### src/rtl/dac_scan_gen.sv
// Triangle-wave scan generator for a DAC: ramps between signed limits with a
// programmable step and prescaler, plus hold, error and turnaround reporting.
module dac_scan_gen (
    input  logic               clk_i,
    input  logic               rst_i,
    input  logic               enable_i,
    input  logic               hold_i,
    input  logic signed [13:0] lo_i,
    input  logic signed [13:0] hi_i,
    input  logic        [13:0] step_i,
    input  logic        [15:0] div_i,
    output logic signed [13:0] scan_o,
    output logic               dir_o,
    output logic               turn_o,
    output logic               err_o
);

    localparam int unsigned DW = 14;
    localparam int unsigned PW = 16;
    localparam int unsigned AW = 16;

    typedef enum logic [2:0] {
        S_IDLE = 3'd0,
        S_UP   = 3'd1,
        S_DOWN = 3'd2,
        S_HOLD = 3'd3,
        S_ERR  = 3'd4
    } state_t;

    state_t                r_state;
    state_t                w_state_nxt;
    logic signed [DW-1:0]  r_scan;
    logic signed [DW-1:0]  w_scan_nxt;
    logic                  r_dir;
    logic                  w_dir_nxt;
    logic                  r_turn;
    logic                  w_turn_nxt;
    logic                  r_err;
    logic                  w_err_nxt;
    logic        [PW-1:0]  r_cnt;
    logic        [PW-1:0]  w_cnt_nxt;
    logic                  w_load;
    logic signed [DW-1:0]  r_lo;
    logic signed [DW-1:0]  r_hi;
    logic        [DW-1:0]  r_step;
    logic        [PW-1:0]  r_div;

    // Widened arithmetic so the ramp can never wrap before clamping.
    logic signed [AW-1:0]  w_scan_x;
    logic signed [AW-1:0]  w_step_x;
    logic signed [AW-1:0]  w_sum;
    logic signed [AW-1:0]  w_diff;
    logic                  w_tick;
    logic                  w_up_hit;
    logic                  w_dn_hit;
    logic                  w_cfg_bad;

    assign w_scan_x  = AW'(r_scan);
    assign w_step_x  = signed'(AW'(r_step));
    assign w_sum     = w_scan_x + w_step_x;
    assign w_diff    = w_scan_x - w_step_x;
    assign w_up_hit  = (w_sum >= AW'(r_hi));
    assign w_dn_hit  = (w_diff <= AW'(r_lo));
    assign w_tick    = (r_cnt == r_div);
    assign w_cfg_bad = (lo_i >= hi_i);

    assign scan_o = r_scan;
    assign dir_o  = r_dir;
    assign turn_o = r_turn;
    assign err_o  = r_err;

    // State and registered outputs.
    always_ff @(posedge clk_i) begin
        if (rst_i) begin
            r_state <= S_IDLE;
            r_scan  <= '0;
            r_dir   <= 1'b0;
            r_turn  <= 1'b0;
            r_err   <= 1'b0;
            r_cnt   <= '0;
            r_lo    <= '0;
            r_hi    <= '0;
            r_step  <= '0;
            r_div   <= '0;
        end else begin
            r_state <= w_state_nxt;
            r_scan  <= w_scan_nxt;
            r_dir   <= w_dir_nxt;
            r_turn  <= w_turn_nxt;
            r_err   <= w_err_nxt;
            r_cnt   <= w_cnt_nxt;
            if (w_load) begin
                r_lo   <= lo_i;
                r_hi   <= hi_i;
                r_step <= step_i;
                r_div  <= div_i;
            end
        end
    end

    // Next-state logic; HOLD resumes in the direction kept in r_dir.
    always_comb begin
        w_state_nxt = r_state;
        case (r_state)
            S_IDLE: begin
                if (enable_i) w_state_nxt = w_cfg_bad ? S_ERR : S_UP;
            end
            S_UP: begin
                if (!enable_i)               w_state_nxt = S_IDLE;
                else if (hold_i)             w_state_nxt = S_HOLD;
                else if (w_tick && w_up_hit) w_state_nxt = S_DOWN;
            end
            S_DOWN: begin
                if (!enable_i)               w_state_nxt = S_IDLE;
                else if (hold_i)             w_state_nxt = S_HOLD;
                else if (w_tick && w_dn_hit) w_state_nxt = S_UP;
            end
            S_HOLD: begin
                if (!enable_i)   w_state_nxt = S_IDLE;
                else if (!hold_i) w_state_nxt = r_dir ? S_UP : S_DOWN;
            end
            S_ERR: begin
                if (!enable_i) w_state_nxt = S_IDLE;
            end
            default: w_state_nxt = S_IDLE;
        endcase
    end

    // Next values for the registered outputs, prescaler and shadow load.
    always_comb begin
        w_scan_nxt = r_scan;
        w_dir_nxt  = r_dir;
        w_turn_nxt = 1'b0;
        w_err_nxt  = r_err;
        w_cnt_nxt  = r_cnt;
        w_load     = 1'b0;
        if (r_state == S_IDLE || !enable_i) begin
            w_scan_nxt = '0;
            w_dir_nxt  = 1'b0;
            w_err_nxt  = 1'b0;
            w_cnt_nxt  = '0;
            if (r_state == S_IDLE && enable_i) begin
                w_load     = 1'b1;
                w_scan_nxt = lo_i;
                w_dir_nxt  = !w_cfg_bad;
                w_err_nxt  = w_cfg_bad;
            end
        end else begin
            case (r_state)
                S_UP, S_DOWN: begin
                    if (!hold_i) begin
                        w_cnt_nxt = w_tick ? '0 : r_cnt + PW'(1);
                        if (w_tick && r_state == S_UP) begin
                            if (w_up_hit) begin
                                w_scan_nxt = r_hi;
                                w_dir_nxt  = 1'b0;
                                w_turn_nxt = 1'b1;
                            end else begin
                                w_scan_nxt = DW'(w_sum);
                            end
                        end else if (w_tick) begin
                            if (w_dn_hit) begin
                                w_scan_nxt = r_lo;
                                w_dir_nxt  = 1'b1;
                                w_turn_nxt = 1'b1;
                            end else begin
                                w_scan_nxt = DW'(w_diff);
                            end
                        end
                    end
                end
                S_ERR: begin
                    w_scan_nxt = r_lo;
                    w_err_nxt  = 1'b1;
                end
                default: ;
            endcase
        end
    end

endmodule

### config.mk
export PLATFORM = sky130hd
export DESIGN_NAME = dac_scan_gen
export DESIGN_NICKNAME = d
export VERILOG_FILES = /design/src/rtl/dac_scan_gen.sv
export SDC_FILE = /design/constraint.sdc
export NUM_CORES = 1
export LEC_CHECK = 0
export ABC_AREA = 0
export CAP_MARGIN = 10
export CORE_MARGIN = 2
export CORE_UTILIZATION = 29
export CTS_CLUSTER_DIAMETER = 40
export CTS_CLUSTER_SIZE = 10
export DETAILED_ROUTE_END_ITERATION = 16
export GPL_TIMING_DRIVEN = 0
export PLACE_DENSITY = 0.52
export SYNTH_ARGS = -nofsm -noshare
export SYNTH_HDL_FRONTEND = slang
export SYNTH_SLANG_ARGS = --single-unit
### constraint.sdc
create_clock -name clk_i -period 6.15 [get_ports clk_i]
set_input_delay 0.9225 -clock clk_i [delete_from_list [all_inputs] [get_ports clk_i]]
set_output_delay 0.9225 -clock clk_i [all_outputs]
set_load 0.02 [all_outputs]
==> Word-level counts from Yosys, hierarchy flattened <==
Cells that the tools add are included.
{ "word_totals": {"out_inout_bits": 17, "word_cells": 91, "regBits": 94} }
{ "classes": {"n_addsub": 3, "n_mux": 39, "eq_ne": 14, "reduce_logical": 20, "order_cmp": 3, "bitwise_logic": 2} }
{ "ops": {"columns": ["cell", "count"], "rows": [
  ["2-to-1 mux 14 bit", 7],
  ["2-to-1 mux 3 bit", 11],
  ["one-hot mux 14 bit (2 select lines)", 1],
  ["2-to-1 mux 1 bit", 17],
  ["adder 14 x 15 -> 16 bit", 1],
  ["adder 16 x 1 -> 16 bit (second input constant)", 1],
  ["== test 16 bit", 1],
  [">= comparator 16 x 14 -> 1 bit", 1],
  ["<= comparator 16 x 14 -> 1 bit", 1],
  ["2-to-1 mux 16 bit", 1],
  ["subtractor 14 x 15 -> 16 bit", 1],
  ["one-hot mux 3 bit (5 select lines)", 1],
  [">= comparator 14 bit", 1],
  ["inequality test 4 bit (second input constant)", 3],
  ["AND reduction 5 bit", 2],
  ["inequality test 3 bit (second input constant)", 3],
  ["nonzero test 3 bit", 3],
  ["== test 3 x 2 -> 1 bit (second input constant)", 2],
  ["logical AND 1 bit", 4],
  ["inequality test 2 bit (second input constant)", 2],
  ["nonzero test 2 bit", 2],
  ["OR reduction 2 bit", 2],
  ["OR reduction 4 bit", 1],
  ["== test 3 x 1 -> 1 bit (second input constant)", 1],
  ["other kinds (9)", 11]
]} }

==> Depth between registers and ports, before layout <==
{ "depth": {"depth_word": 8, "ltp_mapped": 21, "depth_no_buf": 19} }

==> Worst setup path after synthesis <==
No wires, ideal clock.
{ "synth_path": {"path_kind": "register -> register", "start": "register r_scan[0] (netlist: scan_o[0])", "end": "register r_scan[1] (netlist: scan_o[1])", "t_arrival_ps": 4385, "synth_period_minus_slack_ps": 4471, "stages_incl_launch_ff": 20, "path_slack_ps": 1679, "required_time_ps": 6064, "cell_sequence": "dfxtp_1 -> inv_1 -> ha_1 -> fa_1 -> nor2b_1 -> o31a_1 -> o311ai_1 -> a211oi_1 -> o21ai_0 -> a221oi_1 -> xnor2_1 -> ha_1 -> nand4_1 -> nor4_2 -> a21boi_2 -> o31ai_2 -> or3_1 -> o221ai_1 -> a311o_1 -> a221oi_2"} }
{ "synth_between": {"elab_chain_len": 8, "elab_cells_between_ends": 11, "classes_between": "add/sub: 2; order compare: 2; mux: 7"} }
{ "synth_rtl": {"columns": ["item", "line", "source"], "rows": [
  ["start: declaration", "32", "logic signed [DW-1:0] r_scan;"],
  ["start signal: assignment", "87", "r_scan <= w_scan_nxt;"],
  ["subtractor 14 x 15 -> 16 bit", "61", "assign w_diff = w_scan_x - w_step_x;"],
  ["<= comparator 16 x 14 -> 1 bit", "63", "assign w_dn_hit = (w_diff <= AW'(r_lo));"],
  ["2-to-1 mux 14 bit", "162", "if (w_dn_hit) begin"],
  ["2-to-1 mux 14 bit", "161", "end else if (w_tick) begin"],
  ["2-to-1 mux 14 bit *", "153", "if (w_tick && r_state == S_UP) begin"],
  ["2-to-1 mux 14 bit *", "151", "if (!hold_i) begin"],
  ["one-hot mux 14 bit (2 select lines) *", "149", "case (r_state)"],
  ["2-to-1 mux 14 bit *", "137", "if (r_state == S_IDLE || !enable_i) begin"]
]} }
Mark *: on every way between the ends. The rest lies on a longest branch, timed or not. The select of a mux whose other input is x is not followed.
A chain may end at the register's enable or synchronous reset.

==> Worst setup path in the final report <==
{ "layout_path": {"start": "register r_scan[0] (netlist: scan_o[0])", "end": "register r_turn (netlist: turn_o)"} }
{ "layout_between": {"elab_chain_len": 5, "elab_cells_between_ends": 8, "classes_between": "add/sub: 2; order compare: 2; mux: 4"} }
{ "layout_rtl": {"columns": ["item", "line", "source"], "rows": [
  ["subtractor 14 x 15 -> 16 bit", "61", null],
  ["<= comparator 16 x 14 -> 1 bit", "63", null],
  ["2-to-1 mux 1 bit", "162", null],
  ["2-to-1 mux 1 bit", "161", null],
  ["2-to-1 mux 1 bit *", "153", null],
  ["end signal: assignment", "89", "r_turn <= w_turn_nxt;"],
  ["end: declaration", "36", "logic r_turn;"]
]} }
Mark *: on every way between the ends. The rest lies on a longest branch, timed or not.

==> flow_summary.json <==
{
  "detail_placement_hpwl_um": 18100,
  "post-route-period-util_pct": 92.0,
  "die-height_um": 159,
  "totalNegativeSetupSlack_ns": 0,
  "rsz0062_at_grt": "false",
  "timing.final.hold_violations": 0,
  "min-delay-path-class": "register to register",
  "syn_nets": 1053,
  "outcome": "finished clean",
  "buffer_ports.inserted": 76,
  "inserted_clock_buffers": 9,
  "routabilityCongestion": 0.879,
  "netlist_top_cells_area": "sky130_fd_sc_hd__dfxtp_1 (27%), sky130_fd_sc_hd__ha_1 (14%), sky130_fd_sc_hd__nand2_1 (8.7%), sky130_fd_sc_hd__a21oi_1 (7.9%), sky130_fd_sc_hd__xnor2_1 (4.6%)",
  "number_of_cells_on_the_critical_path": 18,
  "timing.hold.worst_endpoint": "r_hi[6]",
  "routed_wirelength_um": 23000,
  "crit_arrival_ns": 5.84,
  "ys_seq_area_share_pct": 27.2,
  "synth.distinct_cells": 70,
  "timing.fmax_ghz": 0.177,
  "finalMaxSlewViolations": 0,
  "timing_worst_slew_pin_value_ns": 0.792,
  "clock_tree_from_tritoncts": "built",
  "detail_route.first_pass.iterations": 5,
  "grt_pass1_wl_um": 35600,
  "avgViaCountPerCell": 5.04,
  "cp_slowest_stage_delay_ns": 0.71,
  "vias": 6667,
  "antenna_found_initial": 0,
  "synth_flop_cell": "sky130_fd_sc_hd__dfxtp_1",
  "reg2reg_from": "scan_o[0]",
  "syn2layout_area_growth_pct": 21.1,
  "edff_count_synth": 0,
  "netlist_top_cells_count": "sky130_fd_sc_hd__nand2_1 (160), sky130_fd_sc_hd__a21oi_1 (109), sky130_fd_sc_hd__dfxtp_1 (94), sky130_fd_sc_hd__inv_1 (78), sky130_fd_sc_hd__ha_1 (76)",
  "nNetsFinal": 1140,
  "power.density_nw_per_um2": 276,
  "post_drt_wl_per_cell_um": 17.3,
  "clk_pin_slew_ns": 0.07,
  "vias_in_the_first_global_route": 6352,
  "critPathTopFamily": "compound AO/OA/AOI/OAI gates",
  "path_common_cell": "sky130_fd_sc_hd__ha_1",
  "pin_count_of_the_biggest_net_entering_global_routing": 20,
  "cts.sink_count": 94,
  "skew_ns": 0.00849,
  "r2r-end": "turn_o",
  "vdd_ir_drop_max_v": 0.000129,
  "post_cts.repair.setup_buffers": 0,
  "power_leakage_nw": 3.24,
  "globalRouteOverflowTotal": 0,
  "clock_insertion_delay_worst_skew_ns": 0.36,
  "synth.cell_area_um2": 6930,
  "worstHoldStart": "r_hi[6]",
  "worst_setup_path_start_kind": "register",
  "clk_path_buf_depth": 2,
  "cts_hold_repair.buffers": 0,
  "setup_viol": 0,
  "crit_fanout": 10,
  "cts-resized-gates": 0,
  "placed_cell_area_um2": 8090,
  "critical_path_sink_type": "register",
  "clockRootBuffer": "sky130_fd_sc_hd__clkbuf_16",
  "synthDominantCellAreaShare_pct": 27.2,
  "core_area_um2": 23500,
  "global_route.usage.total_pct": 18.7,
  "synth-seq-cells": 94,
  "max_capacitance_violation_total": 0,
  "final.min_clock_period_ns": 5.66,
  "dieArea_um2": 25100,
  "ys_async_sr_fraction_pct": 0,
  "floorplan.io_pins": 79,
  "n_antenna_cell": 0,
  "drc": 0,
  "most_used_standard_cell_by_instance_count_after_synthesis": "sky130_fd_sc_hd__nand2_1",
  "syn_inst": 913,
  "finalInstanceArea_um2": 8390,
  "initial_core_util_pct": 29.5,
  "timing.slew.headroom_pct": 45.8,
  "synth_top_cell_by_area": "sky130_fd_sc_hd__dfxtp_1",
  "cp_num_buf_inv": 2,
  "layout-drive-gt1-share_pct": 4.78,
  "ys.warnings.count": 0,
  "rrSetupSlack_ns": 0.49,
  "critPathSlowestCell": "sky130_fd_sc_hd__a2111oi_0",
  "timing.critical_path.required_ns": 6.33,
  "timing.critical_path.cells": "inv_1, ha_1, fa_1, nor2b_1, o31a_1, o311ai_1, a211oi_1, o21ai_0, a221oi_1, xnor2_1, ha_1, nand4_1, nor4_2, a21boi_2, o31ai_2, clkbuf_1, nor2_1, a2111oi_0",
  "syn_avg_cell_area_um2": 7.59,
  "first_iter_violations": 357,
  "r2r.worst_path.cells": 18,
  "timing.hold.worst_path_depth": 2,
  "fp_rows": 56,
  "htree_levels": 3,
  "final_antenna_net_count": 0,
  "worstSetupPathType": "register to register",
  "die_width_um": 159
}
sequential cells by signal, summed over array words and instances, names as in the netlist:
| name | flops |
|---|---|
| r_cnt | 16 |
| r_div | 16 |
| r_hi | 14 |
| r_lo | 14 |
| r_step | 14 |
| scan_o | 14 |
| r_state | 3 |
| dir_o | 1 |
| err_o | 1 |
| turn_o | 1 |
per-stage QoR:
step / hold WS [ns] / instances / util [%] / total power, mW / worst slack [ns]
2_1_floorplan: 0.436 / 913 / - / 1.40 / 1.68
3_3_place_gp: 0.445 / 1308 / 34.4 / 1.72 / 0.396
3_5_place_dp: 0.449 / 1308 / 34.4 / 1.73 / 0.489
4_1_cts: 0.460 / 1324 / 35.7 / 2.33 / 0.453
5_1_grt: 0.477 / 1324 / 35.7 / 2.47 / 0.143
6_report: 0.458 / 1324 / 35.7 / 2.32 / 0.491
cells in the final DEF (no fill, tap or decap), drive strengths merged, types with 12 or more instances in the layout:
master / instances
nand2: 161
a21oi: 109
dfxtp: 94
inv: 81
ha: 76
clkdlybuf4s50: 76
nor2: 60
xnor2: 36
clkbuf: 33
o21ai: 23
nor3: 20
nand3: 19
nand4: 16
buf: 14
xor2: 13
nand2b: 12
a211oi: 12
tightest hold or removal path: stages (launching register included):
cell and delay [ns]:
sky130_fd_sc_hd__dfxtp_1 0.31, sky130_fd_sc_hd__nand2_1 0.05, sky130_fd_sc_hd__a21oi_1 0.05
logic make-up (layout without fill, tap and decap cells):
| kind of cell | Yosys count | in the layout | share of synthesized area (%) |
|---|---|---|---|
| XOR/XNOR | 49 | 49 | 6.20 |
| flip-flops | 94 | 94 | 27.2 |
| adder cells (fa/ha/maj) | 78 | 78 | 14.3 |
| buffers and inverters | 117 | 209 | 6.97 |
| AND/OR/NAND/NOR | 334 | 334 | 22.2 |
| multiplexers | 12 | 12 | 1.81 |
| AO/OA/AOI/OAI | 229 | 229 | 21.4 |
power by group:
part           leakage, nW  internal [mW]  switching, mW
clock                0.144          0.289          0.300
sequential           0.769          0.651         0.0447
combinational         2.33          0.407          0.627
total                 3.24           1.35          0.972
worst max path at each step:
stage               startpoint   endpoint  slack [ns]
global route         scan_o[0]     turn_o        0.14
finish               scan_o[0]     turn_o        0.49
floorplan            scan_o[0]  scan_o[1]        1.68
detailed placement   scan_o[0]     turn_o        0.49
global placement     scan_o[0]     turn_o        0.40
CTS                  scan_o[0]     turn_o        0.45
routing by layer:
| metal | global-route usage, % | share of wire (%) | up-vias | wire (um) |
|---|---|---|---|---|
| met1 | 26.5 | 48 | 3090 | 11100 |
| met5 | 0 | 0 | - | 0 |
| met4 | 5.66 | 2.3 | 0 | 533 |
| li1 | - | - | 3366 | - |
| met3 | 2.83 | 5.0 | 30 | 1140 |
| met2 | 29.4 | 44 | 181 | 10200 |
cell type report:
cell class	instances	area [um^2]
clock inverters	7	77.6
multi-input cells	702	4560
inverters	79	297
well taps	319	399
flip-flops and latches	94	1880
plain buffers	38	186
fillers	2549	15100
repair buffers	76	761
clock buffers	9	225
No activity file was read; power rests on OpenSTA's default activity.
